--- config.mk ---
export PLATFORM = sky130hd
export DESIGN_NAME = time_set_ctrl
export DESIGN_NICKNAME = d
export VERILOG_FILES = /design/src/rtl/clock_pkg.sv /design/src/rtl/wrap_updown.sv /design/src/rtl/time_set_ctrl.sv
export SDC_FILE = /design/constraint.sdc
export NUM_CORES = 1
export LEC_CHECK = 0
export ABC_AREA = 1
export CAP_MARGIN = 10
export CORE_ASPECT_RATIO = 2
export CORE_MARGIN = 2
export CORE_UTILIZATION = 45
export CTS_CLUSTER_SIZE = 8
export DETAILED_ROUTE_END_ITERATION = 10
export HOLD_SLACK_MARGIN = 0.05
export PLACE_DENSITY = 0.7
export SLEW_MARGIN = 25
export SYNTH_ARGS = -nofsm -noshare
export SYNTH_HDL_FRONTEND = slang
export SYNTH_SLANG_ARGS = --single-unit
--- constraint.sdc ---
create_clock -name clk -period 2.5 [get_ports clk]
set_clock_uncertainty 0.1 [all_clocks]
set_input_delay 0.5 -clock clk [delete_from_list [all_inputs] [get_ports clk]]
set_output_delay 0.5 -clock clk [all_outputs]
set_load 0.005 [all_outputs]
--- src/rtl/clock_pkg.sv ---
// Shared definitions for the clock datapath: field limits, widths and mode encoding.
package clock_pkg;

    localparam int HOUR_MAX = 23;
    localparam int MIN_MAX  = 59;
    localparam int HOUR_W   = 5;
    localparam int MIN_W    = 6;

    // Mode encoding, also decoded by the display block for LEDs.
    typedef enum logic [1:0] {
        MODE_RUN      = 2'd0,
        MODE_SET_HOUR = 2'd1,
        MODE_SET_MIN  = 2'd2,
        MODE_LOAD     = 2'd3
    } mode_e;

endpackage

--- src/rtl/wrap_updown.sv ---
// Combinational up/down step of a modulo-(MAX+1) field, wrapping at 0 and MAX.
module wrap_updown #(
    parameter int W   = 6,
    parameter int MAX = 59
) (
    input  logic [W-1:0] cur,
    input  logic         inc,
    input  logic         dec,
    output logic [W-1:0] nxt
);

    localparam logic [W-1:0] MAX_V = W'(MAX);
    localparam logic [W-1:0] ONE_V = W'(1);

    // inc and dec together cancel out and leave the field unchanged.
    always_comb begin
        nxt = cur;
        if (inc && !dec) begin
            nxt = (cur == MAX_V) ? '0 : cur + ONE_V;
        end else if (dec && !inc) begin
            nxt = (cur == '0) ? MAX_V : cur - ONE_V;
        end
    end

endmodule

--- src/rtl/time_set_ctrl.sv ---
// Mode/setting controller: RUN -> SET_HOUR -> SET_MIN -> LOAD, with idle timeout and blink.
module time_set_ctrl
    import clock_pkg::*;
#(
    parameter int TIMEOUT_S = 30
) (
    input  logic              clk,
    input  logic              rst,
    input  logic              clk_1hz_en,
    input  logic              mode_pulse,
    input  logic              inc_pulse,
    input  logic              dec_pulse,
    input  logic              cancel_pulse,
    input  logic [HOUR_W-1:0] hour_cur,
    input  logic [MIN_W-1:0]  min_cur,
    output logic              time_count_en,
    output logic              load_en,
    output logic [HOUR_W-1:0] hour_set,
    output logic [MIN_W-1:0]  min_set,
    output logic              hour_blank,
    output logic              min_blank,
    output logic [1:0]        mode
);

    localparam logic [5:0] IDLE_LAST = 6'(TIMEOUT_S - 1);

    mode_e             state, state_nx;
    logic [HOUR_W-1:0] hour_nx, hour_edit;
    logic [MIN_W-1:0]  min_nx, min_edit;
    logic [5:0]        idle_cnt, idle_nx;
    logic              blink_ph, blink_nx;

    wrap_updown #(.W(HOUR_W), .MAX(HOUR_MAX)) u_hour_wrap (
        .cur (hour_set),
        .inc (inc_pulse),
        .dec (dec_pulse),
        .nxt (hour_edit)
    );

    wrap_updown #(.W(MIN_W), .MAX(MIN_MAX)) u_min_wrap (
        .cur (min_set),
        .inc (inc_pulse),
        .dec (dec_pulse),
        .nxt (min_edit)
    );

    assign mode = state;

    // State and registered outputs; outputs are decoded from the next state so they align with mode.
    always_ff @(posedge clk or posedge rst) begin
        if (rst) begin
            state         <= MODE_RUN;
            hour_set      <= '0;
            min_set       <= '0;
            idle_cnt      <= '0;
            blink_ph      <= 1'b1;
            time_count_en <= 1'b1;
            load_en       <= 1'b0;
            hour_blank    <= 1'b0;
            min_blank     <= 1'b0;
        end else begin
            state         <= state_nx;
            hour_set      <= hour_nx;
            min_set       <= min_nx;
            idle_cnt      <= idle_nx;
            blink_ph      <= blink_nx;
            time_count_en <= (state_nx == MODE_RUN);
            load_en       <= (state_nx == MODE_LOAD);
            hour_blank    <= (state_nx == MODE_SET_HOUR) && !blink_nx;
            min_blank     <= (state_nx == MODE_SET_MIN) && !blink_nx;
        end
    end

    // Next-state, field edits, idle timer and blink phase, in event priority order.
    always_comb begin
        state_nx = state;
        hour_nx  = hour_set;
        min_nx   = min_set;
        idle_nx  = idle_cnt;
        blink_nx = blink_ph;
        case (state)
            MODE_RUN: begin
                if (mode_pulse) begin
                    state_nx = MODE_SET_HOUR;
                    hour_nx  = hour_cur;
                    min_nx   = min_cur;
                    idle_nx  = '0;
                    blink_nx = 1'b1;
                end
            end
            MODE_SET_HOUR, MODE_SET_MIN: begin
                if (cancel_pulse) begin
                    state_nx = MODE_RUN;
                    idle_nx  = '0;
                end else if (mode_pulse) begin
                    idle_nx = '0;
                    if (state == MODE_SET_HOUR) begin
                        state_nx = MODE_SET_MIN;
                        blink_nx = 1'b1;
                    end else begin
                        state_nx = MODE_LOAD;
                    end
                end else if (clk_1hz_en && (idle_cnt == IDLE_LAST)) begin
                    // Abandon the edit; the counter resumes with its own time.
                    state_nx = MODE_RUN;
                    idle_nx  = '0;
                end else begin
                    if (inc_pulse || dec_pulse) begin
                        idle_nx = '0;
                        if (state == MODE_SET_HOUR) begin
                            hour_nx = hour_edit;
                        end else begin
                            min_nx = min_edit;
                        end
                    end else if (clk_1hz_en) begin
                        idle_nx = idle_cnt + 6'd1;
                    end
                    if (clk_1hz_en) begin
                        blink_nx = ~blink_ph;
                    end
                end
            end
            MODE_LOAD: begin
                state_nx = MODE_RUN;
            end
            default: begin
                state_nx = MODE_RUN;
            end
        endcase
    end

endmodule

==> metrics.cfg <==
[outcome]
status = finished, final reports clean

[timing]
finalCriticalPeriod_ns = 2.129
hold_slack_ns = 0.4433
fin_setup_tns_ns = 0
setup_viol = 0
tightest_slew_ns = 0.5542
post-route-period-util_pct = 85.18
slew-limit-headroom_pct = 63.01
rsz0062_at_grt = no
hold_viol = 0
fmaxAchievable_ghz = 0.4696
final-max-slew-violation-count = 0

[yosys]
synthTopCellsByCount = nand2_1, nand3_1, inv_1
synth_area_um2 = 1882
synth_warnings = 0
ys_seq_elements = 24
synth_edf_count = 0
seq_area_frac_synth_pct = 32.05
async_flop_share_pct = 100.0
yosys.area.top_type_share_pct = 29.26
ys.flop_type = dfrtp_1
yosys.area.top_type = dfrtp_1
syn_nets = 302
syn_area_per_cell_um2 = 6.893
synth.distinct_cells = 32
netlist_instances = 273
synth_area_leaders = dfrtp_1, nand2_1, nand3_1, ha_1, inv_1
synth.most_common_cell = nand2_1

[power_and_ir_drop]
power.density_nw_per_um2 = 1110
ir_drop_uv = 650.5
p_leak_nw = 1.126

[global_route]
grt-ovfl-total = 0
grt_pass1_vias = 1979
grt_usage_pct = 21.67
met2_usage_pct = 41.22
met3_usage_pct = 2.351
grt-busiest-layer = met2
grt_pass1_wl_mm = 8.211
grt_max_degree = 15
use_met1_pct = 22.87
antenna_found_initial = 0

[clock_network]
cts_tree = built
htreeDepth = 1
clock_path_buffers = 2
numCtsBuffers = 3
clock-sinks = 24
cts_root_buf = clkbuf_8
insertion_delay_ns = 0.27
ctsHoldBuffers = 0
cts.clk_slew.worst_paths_ns = 0.09
cts_resized = 0
cts_setup_buffers = 0

[detailed_routing]
vias = 1910
dr.first_iter.drc_count = 39
routed_via_density = 5.276
drt_pre_antenna_iters = 4
postRouteWirelength_mm = 4.589
route.detailed.wl_per_inst_um = 12.68
drc = 0
ant_nets = 0

[final_layout]
n_fill_cell = 425
syn_to_final_growth_pct = 24.33
multi_input_area_um2 = 1136
seq_area_um2 = 603.1
final_nets = 340
diodes = 0
drive_above_1_share_pct = 8.065
instances_no_fill = 362

[floorplanning]
die_w_um = 49.73
die_y_um = 95.45
coreArea_um2 = 4046
core.rowCount = 33
dieArea_um2 = 4746
start_util_pct = 46.51
io_pins = 35

[placement]
portBuffers = 34
dp_hpwl_mm = 3.627
dp.cells = 358
place.gp.congestion = 0.8575

[worst_setup_path]
r2r.worst_path.cells = 10
startpoint_type = register
required_ns = 2.56
r2r-start = mode[0]
cp_max_fo = 10
cp.arrival_ns = 2.19
reg2reg_to = idle_cnt[4]
critPathCaptureType = register
reg2reg_slack_ns = 0.37
worst-setup-path-type = reg -> reg

[min_path]
whs_path_depth = 1
hold-path-endpoint = idle_cnt[0]
hp-class = reg -> reg
holdCritStartpoint = idle_cnt[0]

[job]
drv_cap = 0

==> cells in the final DEF, fill, tap and decap left out, types with 2 or more instances in the layout <==
master	n
nand3_1	31
nor2_1	19
o21ai_1	9
dfstp_2	2
inv_1	27
nand4_1	4
a21boi_0	2
o22ai_1	3
xor2_1	8
clkdlybuf4s50_1	34
inv_2	5
nor2_4	3
nor2_2	2
ha_1	11
clkbuf_8	3
a21oi_1	10
nand2_1	86
dfrtp_1	22
nand2_2	2
o21ai_0	10
buf_4	4
==> area by class of cell <==
cell class                      instances  area share (%)
Multi-Input combinational cell        212           48.56
Inverter                               32           5.134
Clock buffer                            4           1.925
Timing Repair Buffer                   38           15.83
Tap cell                               52           2.781
Sequential cell                        24           25.78
==> worst max-delay path by stage <==
stage | start | to | depth (start not counted)
3_3_place_gp | dec_pulse | idle_cnt[4] | 9
5_1_grt | mode[0] | idle_cnt[1] | 10
4_1_cts | mode[0] | idle_cnt[4] | 10
3_5_place_dp | inc_pulse | min_set[5] | 10
6_report | mode[0] | idle_cnt[4] | 10
2_1_floorplan | mode[0] | min_set[1] | 10
==> through the flow <==
step / setup WS [ns] / area (µm²) / utilization [%] / total power, mW
3_3_place_gp: 0.2973 / 2295 / 56.71 / 2.346
4_1_cts: 0.3523 / 2340 / 57.82 / 2.612
3_5_place_dp: 0.2551 / 2295 / 56.71 / 2.364
6_report: 0.3706 / 2340 / 57.82 / 2.597
5_1_grt: 0.1575 / 2340 / 57.82 / 2.871
2_1_floorplan: 0.7518 / 1882 / - / 1.807
==> flip-flops by register name, indices dropped and copies added, names as in the netlist, named ones only <==
name and flops:
time_count_en 1, min_blank 1, load_en 1, min_set 6, idle_cnt 6, hour_blank 1
mode 2, hour_set 5
==> report_power, final <==
group | switching (mW) | leakage, nW | internal (mW) | total, mW
logic | 0.939 | 0.794 | 0.709 | 1.65
registers | 0.182 | 0.309 | 0.529 | 0.711
clock network | 0.124 | 0.0228 | 0.114 | 0.238
total | 1.24 | 1.13 | 1.35 | 2.60
==> per-layer routing <==
| layer | wire (µm) | part of all wire [%] |
|---|---|---|
| met4 | 108 | 2.4 |
| met5 | 0 | 0 |
| met1 | 1819 | 40 |
| met2 | 2514 | 55 |
| met3 | 147 | 3.2 |
==> critical path, cell delays in order, from the launching register on <==
cell,delay (ns)
dfrtp_1,0.45
inv_1,0.09
ha_1,0.33
buf_4,0.19
nand2_1,0.15
nor2_1,0.15
inv_1,0.05
nand2_1,0.19
inv_2,0.07
nand3_1,0.16
o22ai_1,0.09
==> cells by family after synthesis <==
group                    count (synthesis)  share of synthesized area, %
adder cells (fa/ha/maj)                 11                         7.314
AO/OA/AOI/OAI                           38                         11.17
XOR/XNOR                                 9                         4.189
buffers and inverters                   37                         7.580
AND/OR/NAND/NOR                        154                         37.70
flip-flops                              24                         32.05
Power figures use the tool's default switching activity.
